$ cat config.mk
export PLATFORM = sky130hd
export DESIGN_NAME = dmr_retry_ctrl
export DESIGN_NICKNAME = d
export VERILOG_FILES = /design/src/rtl/dmr_retry_ctrl.sv
export SDC_FILE = /design/constraint.sdc
export NUM_CORES = 1
export LEC_CHECK = 0
export BUFFER_PORTS_ARGS = -buffer_cell sky130_fd_sc_hd__buf_2
export CAP_MARGIN = 20
export CORE_AREA = 3 3 40 42
export CTS_CLUSTER_DIAMETER = 30
export DETAILED_ROUTE_END_ITERATION = 8
export DIE_AREA = 0 0 43 45
export PLACE_DENSITY = 0.78
export RECOVER_POWER = 50
export SLEW_MARGIN = 10
export SYNTH_ARGS = -nofsm -noshare
export SYNTH_HDL_FRONTEND = slang
export SYNTH_SLANG_ARGS = --single-unit
$ cat constraint.sdc
create_clock -name clk_i -period 1.3 [get_ports clk_i]
set_input_delay 0.065 -clock clk_i [delete_from_list [all_inputs] [get_ports clk_i]]
set_output_delay 0.065 -clock clk_i [all_outputs]
set_load 0.03 [all_outputs]
$ cat src/rtl/dmr_retry_ctrl.sv
// Retry sequencer for a DMR stream fork: bounded repeat requests, then a sticky fatal stall.
// Optional fault statistics counter enabled by defining DMR_RETRY_STATS_EN.
module dmr_retry_ctrl #(
  parameter int unsigned MAX_RETRIES = 3,
  parameter int unsigned HOLD_CYCLES = 1,
  parameter int unsigned CNT_W       = 16,
  localparam int unsigned RetryW = (MAX_RETRIES == 0) ? 1 : $clog2(MAX_RETRIES + 1)
) (
  input  logic              clk_i,
  input  logic              rst_i,
  input  logic              fork_error_i,
  input  logic              mismatch_i,
  input  logic              hs_i,
  input  logic              clear_fatal_i,
  output logic              repeat_o,
  output logic              busy_o,
  output logic              fatal_o,
  output logic [RetryW-1:0] retry_cnt_o,
  output logic [CNT_W-1:0]  err_cnt_o
);

  localparam int unsigned HoldW = (HOLD_CYCLES < 2) ? 1 : $clog2(HOLD_CYCLES + 1);
  localparam logic [HoldW-1:0]  HoldLoad = HoldW'(HOLD_CYCLES);
  localparam logic [RetryW-1:0] MaxRetry = RetryW'(MAX_RETRIES);

  typedef enum logic [1:0] {StIdle, StRepeat, StCheck, StFatal} state_e;

  state_e             state_q, state_d;
  logic [HoldW-1:0]   hold_q, hold_d;
  logic [RetryW-1:0]  retry_q, retry_d;
  logic               repeat_q, repeat_d;
  logic               busy_q, busy_d;
  logic               fatal_q, fatal_d;
  logic               fault;

  assign fault = fork_error_i | mismatch_i;

  always_comb begin
    state_d = state_q;
    hold_d  = hold_q;
    retry_d = retry_q;
    case (state_q)
      StIdle: begin
        if (fault) begin
          if (MAX_RETRIES == 0) begin
            state_d = StFatal;
          end else begin
            state_d = StRepeat;
            retry_d = RetryW'(1);
            hold_d  = HoldLoad;
          end
        end
      end
      StRepeat: begin
        // Faults and handshakes are ignored while the fork is replaying.
        if (hold_q <= HoldW'(1)) begin
          state_d = StCheck;
          hold_d  = '0;
        end else begin
          hold_d = hold_q - HoldW'(1);
        end
      end
      StCheck: begin
        if (fault) begin
          if (retry_q == MaxRetry) begin
            state_d = StFatal;
          end else begin
            state_d = StRepeat;
            retry_d = retry_q + RetryW'(1);
            hold_d  = HoldLoad;
          end
        end else if (hs_i) begin
          state_d = StIdle;
          retry_d = '0;
        end
      end
      StFatal: begin
        if (clear_fatal_i) begin
          state_d = StIdle;
          retry_d = '0;
          hold_d  = '0;
        end
      end
      default: state_d = StFatal;
    endcase
  end

  // Outputs are decoded from the next state so they are registered alongside it.
  always_comb begin
    repeat_d = (state_d == StRepeat) || (state_d == StFatal);
    busy_d   = (state_d != StIdle);
    fatal_d  = (state_d == StFatal);
  end

  always_ff @(posedge clk_i or posedge rst_i) begin
    if (rst_i) begin
      state_q  <= StIdle;
      hold_q   <= '0;
      retry_q  <= '0;
      repeat_q <= 1'b0;
      busy_q   <= 1'b0;
      fatal_q  <= 1'b0;
    end else begin
      state_q  <= state_d;
      hold_q   <= hold_d;
      retry_q  <= retry_d;
      repeat_q <= repeat_d;
      busy_q   <= busy_d;
      fatal_q  <= fatal_d;
    end
  end

  assign repeat_o    = repeat_q;
  assign busy_o      = busy_q;
  assign fatal_o     = fatal_q;
  assign retry_cnt_o = retry_q;

`ifdef DMR_RETRY_STATS_EN
  logic             act_fault;
  logic [CNT_W-1:0] err_cnt_q;

  // Only IDLE and CHECK act on a fault; every fault there causes a transition.
  assign act_fault = fault && ((state_q == StIdle) || (state_q == StCheck));

  always_ff @(posedge clk_i or posedge rst_i) begin
    if (rst_i) begin
      err_cnt_q <= '0;
    end else if (act_fault && (err_cnt_q != {CNT_W{1'b1}})) begin
      err_cnt_q <= err_cnt_q + CNT_W'(1);
    end
  end

  assign err_cnt_o = err_cnt_q;
`else
  assign err_cnt_o = '0;
`endif

endmodule

* Word level (Yosys, flattened, before mapping)
Cells that the tools add are included.
** Word-level totals
- Output and inout port bits :: 21
- Input bits :: 6
- Bits in registers :: 8
- Word-level logic and storage cells :: 47
** Operators by class
- Eq/ne operators :: 12
- Muxes and demuxes :: 19
- Reduce and logical (&&, ||, !) cells :: 6
- Bitwise gates (word level) :: 1
- Magnitude comparators :: 1
- $add $sub $neg :: 2
** Operators with widths (number)
- $mux W2 :: 11
- $eq A2 B2 Y1 const B :: 4
- $ne A2 B2 Y1 const B :: 4
- $pmux W2 S4 :: 1
- $ne A3 B3 Y1 const B :: 2
- $pmux W2 S3 :: 1
- $mux W1 :: 5
- $reduce_and A5 Y1 :: 1
- $eq A2 B1 Y1 const B :: 2
- $pmux W1 S4 :: 1
- $reduce_and A4 Y1 :: 1
- $reduce_bool A3 Y1 :: 1
- $add A2 B1 Y2 const B :: 1
- $logic_not A2 Y1 :: 1
- $reduce_bool A2 Y1 :: 1
- $le A1 B1 Y1 const B :: 1
- $logic_or A1 B1 Y1 :: 1
- $or A1 B1 Y1 :: 1
- $sub A1 B1 Y1 const B :: 1

* Longest topological paths before layout
Gate-level depths: netlist of run 1.
- Word-level depth :: 6
- Depth in mapped cells :: 4
- Depth with buffers taken out :: 4

* Worst setup path before layout of run 1
OpenSTA, ideal clock, no wires.
- Path kind :: reg2reg
- Start :: register retry_q[0] (netlist: retry_cnt_o[0])
- End :: register retry_q[0] (netlist: retry_cnt_o[0])
- Setup slack :: 0.100 ns
- Clock period less this slack :: 1.200 ns
- Buffers on the path :: 0
- Library setup time :: 0.130 ns
- Cell stages (with the launch flop) :: 4
- Data arrival time :: 1.070 ns
- Path through :: dfrtp_1 ha_1 a32oi_1 a21oi_1
** On the way
- Word-level cells in the longest chain between the ends :: 4
- Elaborated cells on any way between the ends :: 7
** Ends and longest elaborated chain
- start, declared :: line 30 : logic [RetryW-1:0] retry_q, retry_d;
- start signal, assigned :: line 106 : retry_q <= retry_d;
- $add A2 B1 Y2 :: line 69 : retry_d = retry_q + RetryW'(1);
- $mux W2 :: line 65 : if (retry_q == MaxRetry) begin
- $mux W2 :: line 64 : if (fault) begin
- $pmux W2 S3 :: line 42 : case (state_q)
Several ways; a longest one is shown, not always the timed one. The select of a mux whose other input is x is not followed.
A chain may end at the register's enable or synchronous reset.

* Worst setup path in the final report of run 1
Same ends and word-level chain as after synthesis.

==> qor.txt, run 1 <==
Setup CP Type: reg -> reg
number of DRC markers in iteration 0: 7
diode count: 0
Clock Tree Buf Depth: 2
Clock Latency Late Sink: 250 ps
peak supply drop: 560.3 uV
via count: 352
global-route wire length before repair: 1152 um
crit-path max FO: 4
Seq/Total Area, Yosys: 0.3618
htree depth: 1
die area: 0.001935 sq mm
power per standard cell area: 2109 mW/mm^2
Num CTS Buffers: 3
status: completed
max cap viols: 0
FMAX: 872.3 MHz
Finished Layout Cells: 80
# port buffers: 10
Clk pin slew, worst setup/hold paths: 50 ps
1st-pass router iterations: 4
Area Overhead vs Synth: 6.719%
vias in the first global route: 264
Hold Fails Final Rpt: 0
Fin Clk Skew: 6.580 ps
Core Area: 0.001285 sq mm
Critical Path Max Stage Delay: 410 ps
Rows: 13
most frequent cells in the layout: 16 x conb_1, 8 x buf_2, 7 x dfrtp_1
final WL: 760 um
XOR/XNOR Fraction of Synth Area: 0
NumNets Final: 73
complex-gate fraction of the synthesized area: 0.1835
Simple-Gate Fraction of Synth Area: 0.1292
vias per inst: 4.400
DRT antenna net count: 0
Synth Area in Adders: 0.02584
Final min period: 1146 ps
FF+latch count, synth: 7
die height: 45 um
crit-path cells: ha_1, a32oi_1, a21oi_1
endpoints failing setup: 0
Critical Path RT: 1420 ps
number of placed instances, taps included: 75
routability congestion estimate: 0.8181
main combinational cell family by area after synthesis: buffers and inverters
Max Slew Vio Count: 0
commonest non-fill, non-tap cell in the layout: conb_1
post-detail-place hpwl: 637.6 um
Worst Path Arrival: 1270 ps
Initial Util: 0.3768
Total GRT Usage: 0.08984
CTS Sinks: 7
worst reg2reg setup slack: 150 ps
CTS tree: built
Ys Warns: 0
Post-Syn Area: 484.2 sq um
final period utilization: 0.8819
DRC Markers: 0
Post-CTS Setup Repair Bufs: 0
cells after synthesis: 52
initial antenna violation count: 0
Root Buffer: clkbuf_4
# IOs: 27
share of cells above drive strength 1: 0.2308
syn_area_per_cell: 9.312 sq um
Leak: 0.2612 nW
routed wire length per instance: 9.500 um
CP max-delay cell: dfrtp_1
mux contribution to synthesized area: 0.02067
RSZ-0062 raised after global routing: false
Hold WC Path Type: in -> reg
crit path capture type: register
largest net degree at the start of global routing: 11
GRT Residual Overflow: 0
post-synthesis cell type count: 20
Worst Setup Start Kind: register
Final TNS setup: 0 ps
Die Wd: 43 um
## cell type report
type                            instances  area [sq um]
Clock inverter                          1         5.005
Sequential cell                         7         175.2
Clock buffer                            3         22.52
Fill cell                             135         768.2
Timing Repair Buffer                   11         57.56
Multi-Input combinational cell         42         234.0
Inverter                                1         3.754
Tap cell                               15         18.77
## repair_timing
item	CTS	global route
resized for setup	0	0
endpoints found under the hold margin	7	0
hold buffers	1	0
## path summary, 6_finish.rpt
check                               start        endpoint  depth (start not counted)
max                        retry_cnt_o[0]  retry_cnt_o[0]                          3
max in group asynchronous           rst_i  retry_cnt_o[0]                          3
min in group asynchronous           rst_i         fatal_o                          3
max reg2reg                retry_cnt_o[0]  retry_cnt_o[0]                          3
min reg2reg                retry_cnt_o[0]  retry_cnt_o[0]                          2
min                                  hs_i      state_q[1]                          4
## synth_stat cells
cell,number,area (sq um)
a21oi_1,3,15.01
ha_1,1,12.51
inv_1,1,3.750
a21o_1,2,15.01
nand2_1,5,18.77
nand3_1,1,5.000
a211oi_1,1,7.510
or2_4,1,8.760
o31a_2,1,10.01
nor2b_1,4,25.02
o21ai_0,1,5.000
mux2i_1,1,10.01
o21ba_2,1,10.01
a32oi_1,1,8.760
o311a_1,1,10.01
conb_1,1,3.750
buf_4,17,127.6
o211ai_1,1,7.510
dfrtp_1,7,175.2
nor3_1,1,5.000
## layer usage
layer,track usage,wire length [um]
met1,0.09877,272
met2,0.1168,350
met3,0.06375,117
met4,0.07229,19
met5,0,0
## through the flow
step	hold slack [ps]	setup slack (ps)	util	total power, mW	instance area (sq um)
detailed placement	0.06950	170.7	0.3749	0.9049	481.7
floorplan	-131.6	100.2	-	0.8377	540.5
global placement	6.793	191.0	0.3749	0.8916	481.7
finish	123.2	153.5	0.4021	1.090	516.7
global route	152.6	96.05	0.4021	1.188	516.7
CTS	114.1	165.4	0.4041	1.109	519.2
## report_power, final
part | switching [mW] | total [mW] | leakage, nW | internal [mW]
clock | 0.0831 | 0.196 | 0.0177 | 0.112
sequential | 0.0962 | 0.401 | 0.0833 | 0.305
combinational | 0.317 | 0.493 | 0.160 | 0.176
total | 0.496 | 1.09 | 0.261 | 0.594
## critical path: cells and delay by family (launching register included)
family | cells | cell delay, ps
AOI/OAI and AO/OA | 2 | 340
DFF | 1 | 410
adders and majority gates | 1 | 280
## logic make-up after synthesis
kind of cell,count (synthesis)
flip-flops,7
AO/OA/AOI/OAI,12
adder cells (fa/ha/maj),1
AND/OR/NAND/NOR,12
buffers and inverters,18
other,1
multiplexers,1
## sequential cells by signal (all words and copies together) (netlist names)
| name | flops |
|---|---|
| retry_cnt_o | 2 |
| state_q | 2 |
| busy_o | 1 |
| fatal_o | 1 |
| repeat_o | 1 |
No activity file was read; power rests on OpenSTA's default activity.
==> inputs of run 2 (changes only) <==
--- a/config.mk
+++ b/config.mk
@@ -7,11 +7,11 @@
 export LEC_CHECK = 0
 export BUFFER_PORTS_ARGS = -buffer_cell sky130_fd_sc_hd__buf_2
 export CAP_MARGIN = 20
-export CORE_AREA = 3 3 40 42
+export CORE_MARGIN = 3
+export CORE_UTILIZATION = 37
 export CTS_CLUSTER_DIAMETER = 30
 export DETAILED_ROUTE_END_ITERATION = 8
-export DIE_AREA = 0 0 43 45
-export PLACE_DENSITY = 0.78
+export PLACE_DENSITY = 0.81
 export RECOVER_POWER = 50
 export SLEW_MARGIN = 10
 export SYNTH_ARGS = -nofsm -noshare
==> constraint.sdc (replaced) <==
create_clock -name clk_i -period 1 [get_ports clk_i]
set_input_delay 0.05 -clock clk_i [delete_from_list [all_inputs] [get_ports clk_i]]
set_output_delay 0.05 -clock clk_i [all_outputs]
set_load 0.03 [all_outputs]
==> qor.txt, run 2 (synthesis gave the netlist of run 1 again) <==
routed wire length per instance: 11.11 um
most frequent cells in the layout: 16 x conb_1, 8 x buf_2, 5 x nand2_1, 5 x buf_4, 4 x dfrtp_2
Clock Tree Buf Depth: 2
post-detail-place hpwl: 716.1 um
vias per inst: 4.583
diode count: 0
Tot Pwr: 1.706 mW
power per standard cell area: 2841 mW/mm^2
Clock Latency Late Sink: 250 ps
status: complete, but fails checks
Hold WC Path Type: in -> reg
vias in the first global route: 305
# IOs: 27
Root Buffer: clkbuf_4
Leak: 0.2941 nW
Area Overhead vs Synth: 24.03%
Worst Setup Start Kind: register
crit-path max FO: 4
CTS Sinks: 7
busiest layer in global routing: met2
RSZ-0062 raised after global routing: true
Final TNS setup: -66.50 ps
die height: 42.18 um
global-route wire length before repair: 1228 um
peak supply drop: 1149 uV
Global Route met1 Usage: 0.08808
Critical Path RT: 1130 ps
Num CTS Buffers: 3
endpoints failing setup: 2
Final WS setup: -40.51 ps
worst path bufs/invs: 0
die area: 0.001779 sq mm
Worst Path Arrival: 1170 ps
Setup CP Type: reg -> reg
violated checks: negative setup slack
CTS tree: built
final WL: 933 um
max cap viols: 0
Die Wd: 42.18 um
Clk pin slew, worst setup/hold paths: 50 ps
crit path capture type: register
FMAX: 961.1 MHz
crit-path cells: ha_4, a32oi_2, a21oi_1
Fin Clk Skew: 3.977 ps
htree depth: 1
# port buffers: 10
Max Slew Vio Count: 0
1st-pass router iterations: 4
DRT antenna net count: 0
routability congestion estimate: 0.8014
Total GRT Usage: 0.09131
M2 GR Usage: 0.1672
via count: 385
DRC Markers: 0
Initial Util: 0.4135
number of DRC markers in iteration 0: 9
Hold Fails Final Rpt: 0
Rows: 12
Critical Path Max Stage Delay: 420 ps
share of cells above drive strength 1: 0.4000
commonest non-fill, non-tap cell in the layout: conb_1
NumNets Final: 78
CP max-delay cell: dfrtp_2
Core Area: 0.001171 sq mm
GR Util met3: 0.06438
Final min period: 1041 ps
GRT Residual Overflow: 0
largest net degree at the start of global routing: 9
initial antenna violation count: 0
final period utilization: 1.041
delay-heaviest family, CP: flip-flops
## run 2: worst register-to-register path, stage by stage, from the launching register on
cell and delay, ps:
dfrtp_2 420, ha_4 180, a32oi_2 230, a21oi_1 100
## run 2: path summary, 6_finish.rpt
kind / startpoint / endpoint / slack, ps / depth (start not counted)
worst min register to register: state_q[0] / busy_o / 630 / 1
worst max register to register: retry_cnt_o[1] / retry_cnt_o[0] / -40 / 3
worst max-delay path: retry_cnt_o[1] / retry_cnt_o[0] / -40 / 3
worst min-delay path: hs_i / state_q[1] / 110 / 4
max in group asynchronous: rst_i / state_q[1] / 490 / 3
min in group asynchronous: rst_i / busy_o / 280 / 3
## run 2: through the flow
stage	utilization	instances	hold slack [ps]	instance area, sq um	setup WS, ps
3_3_place_gp	0.4487	78	-13.35	525.5	-47.53
6_report	0.5128	84	112.6	600.6	-40.51
4_1_cts	0.5000	83	106.9	585.6	-51.08
5_1_grt	0.5128	84	136.7	600.6	-66.12
2_1_floorplan	-	67	-146.7	555.5	-78.04
3_5_place_dp	0.4487	78	-5.088	525.5	-83.08
## run 2: final cells by class
cell class,count,area [sq um]
sequential,7,180.2
tap,14,17.52
multi-input combinational,42,262.8
fill,116,570.5
inverter,1,3.754
timing repair buffer,16,110.1
clock buffer,4,26.28
## run 2: timing repair
| item | CTS | global route |
|---|---|---|
| resized for setup | 7 | 2 |
| hold endpoints to repair | 7 | 0 |
| pin swaps | 3 | 1 |
| endpoints found under the setup margin | 5 | 7 |
| setup buffers | 0 | 1 |
| hold buffers | 1 | 0 |
## run 2: per-layer routing
layer | part of all wire | wire length, um
met5 | 0 | 0
met4 | 0 | 0
met3 | 0.085 | 79
met2 | 0.56 | 527
met1 | 0.35 | 326
## run 2: report_power, final
| part | switching [mW] | internal (mW) | total, mW |
|---|---|---|---|
| sequential | 0.114 | 0.411 | 0.525 |
| clock | 0.0955 | 0.152 | 0.247 |
| combinational | 0.500 | 0.433 | 0.934 |
==> inputs of run 3 (changes only) <==
--- a/config.mk
+++ b/config.mk
@@ -7,11 +7,14 @@
 export LEC_CHECK = 0
 export BUFFER_PORTS_ARGS = -buffer_cell sky130_fd_sc_hd__buf_2
 export CAP_MARGIN = 20
+export CELL_PAD_IN_SITES_DETAIL_PLACEMENT = 1
+export CELL_PAD_IN_SITES_GLOBAL_PLACEMENT = 2
+export CORE_ASPECT_RATIO = 1.75
 export CORE_MARGIN = 3
-export CORE_UTILIZATION = 37
+export CORE_UTILIZATION = 20
 export CTS_CLUSTER_DIAMETER = 30
 export DETAILED_ROUTE_END_ITERATION = 8
-export PLACE_DENSITY = 0.81
+export PLACE_DENSITY = 0.8
 export RECOVER_POWER = 50
 export SLEW_MARGIN = 10
 export SYNTH_ARGS = -nofsm -noshare
==> qor.txt, run 3 (synthesis gave the netlist of run 1 again) <==
Finished Layout Cells: 97
most frequent cells in the layout: 16 x conb_1, 8 x buf_2, 5 x buf_4
Die Wd: 43.20 um
combinational share of power: 0.556
peak supply drop: 926.5 uV
Switch Pwr: 0.8417 mW
FMAX: 923.7 MHz
Leak: 0.3217 nW
Final min period: 1083 ps
crit path capture type: register
Clk pin slew, worst setup/hold paths: 40 ps
commonest non-fill, non-tap cell in the layout: conb_1
status: complete, but fails checks
Hold WC Path Type: in -> reg
# port buffers: 10
Initial Util: 0.2103
Critical Path RT: 1110 ps
DRT antenna net count: 0
sequential share of power: 0.256
delay-heaviest family, CP: flip-flops
Tot Pwr: 2.112 mW
WHS: 129.9 ps
global-route wire length before repair: 1821 um
Area Overhead vs Synth: 41.86%
final WL: 1224 um
crit-path cells: buf_12, o31a_2
Setup CP Type: reg -> reg
Rows: 23
number of DRC markers in iteration 0: 5
worst path bufs/invs: 1
initial antenna violation count: 0
htree depth: 1
Core Area: 0.002302 sq mm
CTS Sinks: 7
crit-path max FO: 7
number of placed instances, taps included: 90
Clock Tree Buf Depth: 2
Net Sw Frac: 0.3986
post-detail-place hpwl: 944.4 um
share of cells above drive strength 1: 0.4444
Clock Latency Late Sink: 230 ps
Max Slew Vio Count: 0
max cap viols: 0
vias in the first global route: 422
CTS tree: built
Worst Path Arrival: 1190 ps
routability congestion estimate: 0.9097
Root Buffer: clkbuf_8
via count: 396
RSZ-0062 raised after global routing: true
routed wire length per instance: 12.62 um
Critical Path Max Stage Delay: 470 ps
final period utilization: 1.083
Final WS setup: -82.57 ps
Fin Clk Skew: 1.111 ps
Worst Setup Start Kind: register
diode count: 0
# IOs: 27
Total GRT Usage: 0.08388
Num CTS Buffers: 3
power per standard cell area: 3074 mW/mm^2
NumNets Final: 80
vias per inst: 4.082
Hold Fails Final Rpt: 0
endpoints failing setup: 4
GRT Residual Overflow: 0
CP max-delay cell: dfrtp_2
die area: 0.003071 sq mm
DRC Markers: 0
die height: 71.09 um
clock network power share: 0.189
placed cell areas: 546.8 sq um
largest net degree at the start of global routing: 9
1st-pass router iterations: 4
violated checks: negative setup slack
Internal: 1.270 mW
design area: 686.9 sq um
-- run 3: path summary, 6_finish.rpt --
kind	start	end	cells after the start	slack, ps
hold reg to reg	retry_cnt_o[0]	retry_cnt_o[0]	3	690
setup reg to reg	state_q[0]	busy_o	2	-80
setup / recovery	state_q[0]	busy_o	2	-80
min in group asynchronous	rst_i	fatal_o	3	300
hold / removal	hs_i	state_q[1]	4	130
max in group asynchronous	rst_i	retry_cnt_o[0]	3	460
-- run 3: power by group through the flow --
stage | Sequential (mW) | Combinational (mW) | Clock [mW]
floorplan | 0.641 | 0.489 | 0
global placement | 0.509 | 0.851 | 0
detailed placement | 0.514 | 0.884 | 0
CTS | 0.524 | 0.972 | 0.411
global route | 0.554 | 1.26 | 0.429
finish | 0.540 | 1.17 | 0.398
-- run 3: stage by stage --
step	setup TNS (ps)	setup slack (ps)	util
after detailed placement	-286.5	-135.1	0.2375
after floorplan	-164.0	-78.04	-
final	-229.0	-82.57	0.2984
after global placement	-141.3	-75.57	0.2375
after CTS	-186.0	-83.01	0.2745
after global routing	-399.8	-101.9	0.2984
-- run 3: final cells by class --
type / count / area, sq um
fill: 288 / 1615
multi-input combinational: 42 / 285.3
sequential: 7 / 180.2
timing repair buffer: 18 / 141.4
clock buffer: 4 / 45.04
tap: 25 / 31.28
inverter: 1 / 3.754
-- run 3: repair_timing --
item                                    4_1_cts  5_1_grt
endpoints found under the setup margin        6        5
setup buffers                                 0        2
endpoints found under the hold margin         7        0
pin swaps                                     2        5
hold buffers                                  1        0
resized for setup                             8        6
-- run 3: worst register-to-register path, stage by stage (launching register included) --
cell and delay, ps:
dfrtp_2 470, buf_12 150, o31a_2 330
-- run 3: layer usage --
metal  vias up  share of wire  GRT usage
li1        186              -          -
met1       186           0.30    0.06113
met2        19           0.59     0.1614
met3         5          0.066    0.02290
met4         0          0.038    0.07047
met5         -              0          0
